`config.mk`:
```
export PLATFORM = sky130hd
export DESIGN_NAME = scalar_seq_ctrl_flat
export DESIGN_NICKNAME = d
export VERILOG_FILES = /design/src/rtl/scalar_seq_ctrl_pkg.sv /design/src/rtl/scalar_seq_ctrl_if.sv /design/src/rtl/scalar_seq_ctrl_regfile.sv /design/src/rtl/scalar_seq_ctrl.sv /design/src/flat_wrapper.sv
export SDC_FILE = /design/constraint.sdc
export NUM_CORES = 2
export LEC_CHECK = 0
export ABC_AREA = 1
export BUFFER_PORTS_ARGS = -buffer_cell sky130_fd_sc_hd__clkbuf_2
export CORE_MARGIN = 3
export CORE_UTILIZATION = 40
export DETAILED_ROUTE_END_ITERATION = 7
export PLACE_DENSITY = 0.59
export SYNTH_ARGS = -nofsm -noshare
export SYNTH_HDL_FRONTEND = slang
export SYNTH_HIERARCHICAL = 1
export SYNTH_SLANG_ARGS = --single-unit
```
`constraint.sdc`:
```
create_clock -name clk -period 3.72 [get_ports clk]
set_input_delay 0.186 -clock clk [delete_from_list [all_inputs] [get_ports clk]]
set_output_delay 0.186 -clock clk [all_outputs]
set_load 0.01 [all_outputs]
```
`src/rtl/scalar_seq_ctrl_pkg.sv`:
```
// Shared constants for the scalar micro-sequencer and the scalar PE.
// Opcodes, data width and the instruction-word layout helper.
package scalar_seq_ctrl_pkg;

  localparam int DW = 32;

  localparam logic [2:0] OP_LUI  = 3'b000;
  localparam logic [2:0] OP_ADDI = 3'b001;
  localparam logic [2:0] OP_BEQ  = 3'b010;
  localparam logic [2:0] OP_NOP  = 3'b011;
  localparam logic [2:0] OP_HALT = 3'b111;

  typedef enum logic [1:0] {
    S_IDLE,
    S_FETCH,
    S_EXEC,
    S_DONE
  } state_t;

  // op | rd | rs1 | rs2 | tgt | imm
  function automatic int instr_w(input int aw, input int rw);
    return 3 + 3 * rw + aw + DW;
  endfunction

endpackage

```
`src/rtl/scalar_seq_ctrl_if.sv`:
```
// Host, program-load and scalar-PE signals of the sequencer.
// master = sequencer side, slave = environment side.
interface scalar_seq_ctrl_if #(
  parameter int IMEM_DEPTH = 16,
  parameter int NREG       = 8
);
  import scalar_seq_ctrl_pkg::*;

  localparam int AW = $clog2(IMEM_DEPTH);
  localparam int RW = $clog2(NREG);
  localparam int IW = instr_w(AW, RW);

  logic          prog_we;
  logic [AW-1:0] prog_addr;
  logic [IW-1:0] prog_data;
  logic          start;
  logic          busy;
  logic          done;
  logic          abort;
  logic [DW-1:0] pe_inp1;
  logic [DW-1:0] pe_inp2;
  logic [DW-1:0] pe_imm;
  logic [2:0]    pe_op;
  logic [DW-1:0] pe_out1;
  logic          pe_flag_eq;
  logic [RW-1:0] rd_sel;
  logic [DW-1:0] rd_data;

  modport master (
    input  prog_we, prog_addr, prog_data, start,
    input  pe_out1, pe_flag_eq, rd_sel,
    output busy, done, abort,
    output pe_inp1, pe_inp2, pe_imm, pe_op,
    output rd_data
  );

  modport slave (
    output prog_we, prog_addr, prog_data, start,
    output pe_out1, pe_flag_eq, rd_sel,
    input  busy, done, abort,
    input  pe_inp1, pe_inp2, pe_imm, pe_op,
    input  rd_data
  );

endinterface

```
`src/rtl/scalar_seq_ctrl_regfile.sv`:
```
// Scalar register file: one write port, two registered reads
// feeding the PE operands, one combinational debug read.
module scalar_seq_ctrl_regfile
  import scalar_seq_ctrl_pkg::*;
#(
  parameter int NREG = 8,
  parameter int RW   = $clog2(NREG)
) (
  input  logic          clk,
  input  logic          rst_n,
  input  logic          we_i,
  input  logic [RW-1:0] wa_i,
  input  logic [DW-1:0] wd_i,
  input  logic          re_i,
  input  logic [RW-1:0] ra1_i,
  input  logic [RW-1:0] ra2_i,
  output logic [DW-1:0] rd1_o,
  output logic [DW-1:0] rd2_o,
  input  logic [RW-1:0] dbg_sel_i,
  output logic [DW-1:0] dbg_data_o
);

  logic [DW-1:0] regs_q [NREG];
  logic [DW-1:0] rd1_q;
  logic [DW-1:0] rd2_q;

  always_ff @(posedge clk or negedge rst_n) begin
    if (!rst_n) begin
      for (int i = 0; i < NREG; i++) begin
        regs_q[i] <= '0;
      end
      rd1_q <= '0;
      rd2_q <= '0;
    end else begin
      if (we_i) begin
        regs_q[wa_i] <= wd_i;
      end
      if (re_i) begin
        rd1_q <= regs_q[ra1_i];
        rd2_q <= regs_q[ra2_i];
      end
    end
  end

  assign rd1_o      = rd1_q;
  assign rd2_o      = rd2_q;
  assign dbg_data_o = regs_q[dbg_sel_i];

endmodule

```
`src/rtl/scalar_seq_ctrl.sv`:
```
// Micro-sequencer for the CGRA scalar PE: loadable program,
// two-cycle fetch/exec, branch on PE equality, step watchdog.
module scalar_seq_ctrl
  import scalar_seq_ctrl_pkg::*;
#(
  parameter int IMEM_DEPTH = 16,
  parameter int NREG       = 8,
  parameter int MAX_STEPS  = 1024
) (
  input logic               clk,
  input logic               rst_n,
  scalar_seq_ctrl_if.master bus
);

  localparam int AW = $clog2(IMEM_DEPTH);
  localparam int RW = $clog2(NREG);
  localparam int IW = instr_w(AW, RW);
  localparam int SW = $clog2(MAX_STEPS + 1);

  localparam int TGT_LSB = DW;
  localparam int RS2_LSB = TGT_LSB + AW;
  localparam int RS1_LSB = RS2_LSB + RW;
  localparam int RD_LSB  = RS1_LSB + RW;
  localparam int OP_LSB  = RD_LSB + RW;

  localparam logic [SW-1:0] STEP_MAX = SW'(MAX_STEPS);
  localparam logic [AW-1:0] PC_LAST  = AW'(IMEM_DEPTH - 1);

  state_t        state_q;
  logic [AW-1:0] pc_q;
  logic [SW-1:0] steps_q;
  logic [RW-1:0] ir_rd_q;
  logic [AW-1:0] ir_tgt_q;
  logic [2:0]    pe_op_q;
  logic [DW-1:0] pe_imm_q;
  logic          busy_q;
  logic          done_q;
  logic          abort_q;

  logic [IW-1:0] imem_q [IMEM_DEPTH];
  logic [IW-1:0] fw;
  logic [SW-1:0] step_d;
  logic          in_exec;
  logic          wr_en;
  logic [DW-1:0] wr_data;
  logic          taken;
  logic          wdog_d;
  logic          fin_d;

  // Program store is deliberately not reset; it survives rst_n.
  always_ff @(posedge clk) begin
    if (bus.prog_we && state_q == S_IDLE) begin
      imem_q[bus.prog_addr] <= bus.prog_data;
    end
  end

  assign fw      = imem_q[pc_q];
  assign in_exec = (state_q == S_EXEC);
  assign step_d  = steps_q + SW'(1);
  assign wdog_d  = (step_d == STEP_MAX);

  always_comb begin
    wr_en   = 1'b0;
    wr_data = pe_imm_q;
    taken   = 1'b0;
    unique case (1'b1)
      pe_op_q == OP_LUI:  wr_en = in_exec;
      pe_op_q == OP_ADDI: begin
        wr_en   = in_exec;
        wr_data = bus.pe_out1;
      end
      pe_op_q == OP_BEQ:  taken = bus.pe_flag_eq;
      default: ;
    endcase
  end

  assign fin_d = wdog_d || pe_op_q == OP_HALT
              || (!taken && pc_q == PC_LAST);

  always_ff @(posedge clk or negedge rst_n) begin
    if (!rst_n) begin
      state_q  <= S_IDLE;
      pc_q     <= '0;
      steps_q  <= '0;
      ir_rd_q  <= '0;
      ir_tgt_q <= '0;
      pe_op_q  <= OP_NOP;
      pe_imm_q <= '0;
      busy_q   <= 1'b0;
      done_q   <= 1'b0;
      abort_q  <= 1'b0;
    end else begin
      done_q <= 1'b0;
      unique case (state_q)
        S_IDLE: begin
          if (bus.start) begin
            state_q <= S_FETCH;
            pc_q    <= '0;
            steps_q <= '0;
            abort_q <= 1'b0;
            busy_q  <= 1'b1;
          end
        end
        S_FETCH: begin
          ir_rd_q  <= fw[RD_LSB +: RW];
          ir_tgt_q <= fw[TGT_LSB +: AW];
          pe_op_q  <= fw[OP_LSB +: 3];
          pe_imm_q <= fw[DW-1:0];
          state_q  <= S_EXEC;
        end
        S_EXEC: begin
          steps_q <= step_d;
          pe_op_q <= OP_NOP;
          if (fin_d) begin
            state_q <= S_DONE;
            busy_q  <= 1'b0;
            done_q  <= 1'b1;
            abort_q <= wdog_d;
          end else begin
            state_q <= S_FETCH;
            pc_q    <= taken ? ir_tgt_q : pc_q + AW'(1);
          end
        end
        S_DONE: state_q <= S_IDLE;
        default: state_q <= S_IDLE;
      endcase
    end
  end

  scalar_seq_ctrl_regfile #(
    .NREG(NREG)
  ) u_rf (
    .clk       (clk),
    .rst_n     (rst_n),
    .we_i      (wr_en),
    .wa_i      (ir_rd_q),
    .wd_i      (wr_data),
    .re_i      (state_q == S_FETCH),
    .ra1_i     (fw[RS1_LSB +: RW]),
    .ra2_i     (fw[RS2_LSB +: RW]),
    .rd1_o     (bus.pe_inp1),
    .rd2_o     (bus.pe_inp2),
    .dbg_sel_i (bus.rd_sel),
    .dbg_data_o(bus.rd_data)
  );

  assign bus.pe_op  = pe_op_q;
  assign bus.pe_imm = pe_imm_q;
  assign bus.busy   = busy_q;
  assign bus.done   = done_q;
  assign bus.abort  = abort_q;

endmodule

```
`src/flat_wrapper.sv`:
```
// flat-port wrapper written by rule: the top's interface ports become plain ports
module scalar_seq_ctrl_flat import scalar_seq_ctrl_pkg::*;
#(
  parameter int IMEM_DEPTH = 16,
  parameter int NREG       = 8,
  parameter int MAX_STEPS  = 1024
)
  (clk, rst_n, bus_prog_we, bus_prog_addr, bus_prog_data, bus_start, bus_pe_out1, bus_pe_flag_eq, bus_rd_sel, bus_busy, bus_done, bus_abort, bus_pe_inp1, bus_pe_inp2, bus_pe_imm, bus_pe_op, bus_rd_data);
  scalar_seq_ctrl_if #(.IMEM_DEPTH(IMEM_DEPTH), .NREG(NREG)) bus_i ();
  input logic clk;
  input logic rst_n;
  input wire logic [$bits(bus_i.prog_we)-1:0] bus_prog_we;
  input wire logic [$bits(bus_i.prog_addr)-1:0] bus_prog_addr;
  input wire logic [$bits(bus_i.prog_data)-1:0] bus_prog_data;
  input wire logic [$bits(bus_i.start)-1:0] bus_start;
  input wire logic [$bits(bus_i.pe_out1)-1:0] bus_pe_out1;
  input wire logic [$bits(bus_i.pe_flag_eq)-1:0] bus_pe_flag_eq;
  input wire logic [$bits(bus_i.rd_sel)-1:0] bus_rd_sel;
  output wire logic [$bits(bus_i.busy)-1:0] bus_busy;
  output wire logic [$bits(bus_i.done)-1:0] bus_done;
  output wire logic [$bits(bus_i.abort)-1:0] bus_abort;
  output wire logic [$bits(bus_i.pe_inp1)-1:0] bus_pe_inp1;
  output wire logic [$bits(bus_i.pe_inp2)-1:0] bus_pe_inp2;
  output wire logic [$bits(bus_i.pe_imm)-1:0] bus_pe_imm;
  output wire logic [$bits(bus_i.pe_op)-1:0] bus_pe_op;
  output wire logic [$bits(bus_i.rd_data)-1:0] bus_rd_data;
  assign bus_i.prog_we = bus_prog_we;
  assign bus_i.prog_addr = bus_prog_addr;
  assign bus_i.prog_data = bus_prog_data;
  assign bus_i.start = bus_start;
  assign bus_i.pe_out1 = bus_pe_out1;
  assign bus_i.pe_flag_eq = bus_pe_flag_eq;
  assign bus_i.rd_sel = bus_rd_sel;
  assign bus_busy = bus_i.busy;
  assign bus_done = bus_i.done;
  assign bus_abort = bus_i.abort;
  assign bus_pe_inp1 = bus_i.pe_inp1;
  assign bus_pe_inp2 = bus_i.pe_inp2;
  assign bus_pe_imm = bus_i.pe_imm;
  assign bus_pe_op = bus_i.pe_op;
  assign bus_rd_data = bus_i.rd_data;
  scalar_seq_ctrl #(.IMEM_DEPTH(IMEM_DEPTH), .NREG(NREG), .MAX_STEPS(MAX_STEPS)) u_core (.clk(clk), .rst_n(rst_n), .bus(bus_i));
endmodule
```
==> key figures <==
Route
  • Via count: about 40k
  • DRT antenna net count: 0
  • Final wirelength: between 150,000 and 200,000 um
  • DR pass1 iterations: 8
  • Drt via density: 5.572
  • 1st-iter DRT viols: roughly 4k
  • WL per Instance: between 20 and 25 um
  • DRC errors left: 0

Floorplanning
  • Die Footprint: between 100,000 and 150,000 sq um
  • Starting Density: 40.35%
  • Core region area: 127,800 sq um
  • Die height: 365.1 um
  • Row count: between 100 and 150
  • Die width: ~370 um
  • I/O pin cnt: between 200 and 250

Timing
  • Period utilization: between 80% and 90%
  • Fin. Hold Viols: 0
  • Setup ws final: roughly 0.71 ns
  • Fin Setup TNS: 0 ns
  • Final Max Slew Viols: 0
  • Rel. slew slack: between 30% and 40%
  • Worst-Margin Slew: 1.030 ns
  • Final worst path period need: around 3.0 ns
  • RSZ-0062 raised after global routing: no
  • Max Clock Freq: 332.4 MHz
  • Clock Skews: between 0.05 and 0.06 ns
  • Final hold slack: around 0.067 ns
  • Endpoints failing setup: 0

Setup path
  • Slowest cell on crit path: dfrtp_4
  • R2r worst-path depth: 11
  • R2r endpoint: u_core/u_rf/rd2_o[9]
  • Most frequent CP cell: buf_4
  • CP Capture Type: flip-flop
  • Reg2reg start: u_core/pc_q[0]
  • CP max FO: 53
  • Worst Setup Start Kind: flip-flop
  • Critical path, cell by cell: buf_4, buf_4, o21ai_0, o22ai_1, nand2_1, nand3_2, inv_1, buf_4, nand3_1, nand3_1, nand2_1
  • R2R setup slack: between 0.7 and 0.8 ns
  • Worst EP arrival: approximately 3.7 ns
  • Setup CP Type: flip-flop to flip-flop
  • Crit path required time: about 4.4 ns
  • Critical Path Max Stage Delay: ~0.67 ns

Final layout
  • Post-route cell area: between 50,000 and 60,000 sq um
  • Fillers: 12.02k
  • Commonest non-fill, non-tap cells in the layout: nand2_1 (1,207), o21ai_0 (772), edfxtp_1 (768)
  • Non-Filler Instances: a little over 7k
  • Area growth, synth to finish: 15.32%
  • Commonest non-fill, non-tap cell in the layout: nand2_1
  • Final Net Count: 5,569
  • Final core area utilization: 46.54%
  • Share of post-route cells with drive strength above 1: approximately 11%

Clock tree
  • Post-CTS Hold Fix Bufs: a little over 80
  • CTS sink cnt: ~1.2k
  • Total CTS buffers: between 100 and 150
  • CTS max path bufs: 3
  • CTS tree: built
  • Worst skew pair latency: 0.76 ns
  • H-tree lvl count: 3
  • Post-CTS Setup Bufs: 0
  • Post-CTS Resized: 0
  • CTS clk-pin slew, worst paths: roughly 0.060 ns
  • Root Buffer: clkbuf_16

Pwr
  • Total Power: roughly 49 mW
  • Pwr/cell area: between 800 and 900 nW/um^2
  • Peak supply drop: around 820 uV
  • Leak pwr: roughly 24 nW

Synth
  • Syn. warnings: 6
  • Area contributors post-synth: edfxtp_1 (45%), dfrtp_1 (18%), nand2_1 (8.8%)
  • Register area share after synthesis: 63.24%
  • Avg Inst Size Synth: around 9.7 sq um
  • Synth top area share: about 45%
  • Post-synth top area cell: edfxtp_1
  • Synth Cell Area: ~52,000 sq um
  • Unique masters post-synth: 36
  • Synth Instances: 5,307
  • Syn nets: about 5.4k
  • FF+latch count, synth: between 1k and 1.5k

Worst hold path
  • HP Class: input pin to async pin

GRT
  • Largest net degree at the start of global routing: around 190
  • Remaining Overflow, GRT: 0
  • First-pass GRT wire length: between 200,000 and 250,000 um
  • Antenna violations before repair: 20
  • Total GRT Usage: 24.47%
  • Vias in the first global route: ~38k

Place
  • DP Cell Count: ~6.9k
  • Post-DP Area: about 55,000 sq um
  • DPL Wire Length: approximately 93,000 um
  • Pre-CTS setup slack: ~0.8 ns
  • Port Buf Inserts: 225
  • Gpl congestion: 0.8419

Status
  • Outcome: finished clean

Flow run
  • Max cap viols: 0
cells by family (layout without fill, tap and decap cells):
family / after synthesis / count (layout) / share of synthesized area [%]
simple gates: 2192 / 2192 / 17.36
compound gates: 1217 / 1217 / 12.76
flops: 1150 / 1150 / 63.24
buf+inv: 708 / 976 / 5.753
mux: 32 / 32 / 0.6985
fa+ha+maj: 7 / 7 / 0.1698
xor+xnor: 1 / 1 / 0.01698
other cells: 0 / 5 / 0
worst max-delay path by stage:
stage	slack [ns]	startpoint	to
6_report	0.71	u_core/pc_q[0]	u_core/u_rf/rd2_o[9]
5_1_grt	0.48	u_core/pc_q[0]	u_core/u_rf/rd2_o[8]
4_1_cts	0.76	u_core/pc_q[0]	u_core/u_rf/rd2_o[9]
3_5_place_dp	0.78	u_core/pc_q[0]	u_core/u_rf/rd2_o[29]
3_3_place_gp	0.81	u_core/pc_q[0]	u_core/u_rf/rd2_o[29]
2_1_floorplan	0.31	u_core/state_q[0]	u_core/imem_q[11][0]
cell type report:
type | count | area [sq um] | share of cell area [%]
well taps | 1662 | 2079 | 3.495
diodes | 5 | 12.51 | 0.02103
clock buffers | 181 | 3511 | 5.901
repair buffers | 413 | 3216 | 5.405
multi-input cells | 3449 | 16210 | 27.24
clock inverters | 45 | 546.8 | 0.9190
flip-flops and latches | 1150 | 32640 | 54.85
inverters | 337 | 1289 | 2.166
metal layers:
layer	part of all wire, %	GRT usage, %	vias up
li1	-	-	18590
met1	42	33.61	19680
met2	46	39.32	1756
met3	7.8	3.856	330
met4	3.4	9.018	4
met5	0.019	0	-
synth_stat cells (all sizes together):
| cell type | instances |
|---|---|
| xnor2 | 1 |
| a21boi | 1 |
| mux2 | 32 |
| dfstp | 2 |
| a31oi | 5 |
| nor3 | 3 |
| nand2 | 1217 |
| buf | 192 |
| dfrtp | 380 |
| a21oi | 210 |
| o22ai | 122 |
| a41oi | 1 |
| o21ai | 783 |
| nor2 | 466 |
| edfxtp | 768 |
| inv | 337 |
| clkbuf | 179 |
| nand4 | 4 |
| o221ai | 73 |
| ha | 7 |
| o211ai | 21 |
| o31ai | 1 |
| nand3 | 502 |
critical path, delay by kind of cell (launching register included):
kind	cells	cell delay, ns
buf+inv	4	1.32
flops	1	0.67
simple gates	5	0.51
compound gates	2	0.38
flip-flops by register name, summed over array words and instances, names as in the netlist, 2 cells and up:
name,count
u_core/u_rf/regs_q,256
u_core/bus.pe_imm,32
u_core/u_rf/rd1_o,32
u_core/u_rf/rd2_o,32
u_core/steps_q,11
u_core/ir_tgt_q,4
u_core/pc_q,4
u_core/bus.pe_op,3
u_core/ir_rd_q,3
u_core/imem_q,768
u_core/state_q,2
power breakdown:
| group | leakage (nW) | switching, mW | internal (mW) |
|---|---|---|---|
| sequential | 11.0 | 1.89 | 15.7 |
| clock | 1.99 | 5.15 | 7.02 |
| combinational | 11.4 | 13.2 | 5.89 |
Power figures use the tool's default switching activity.
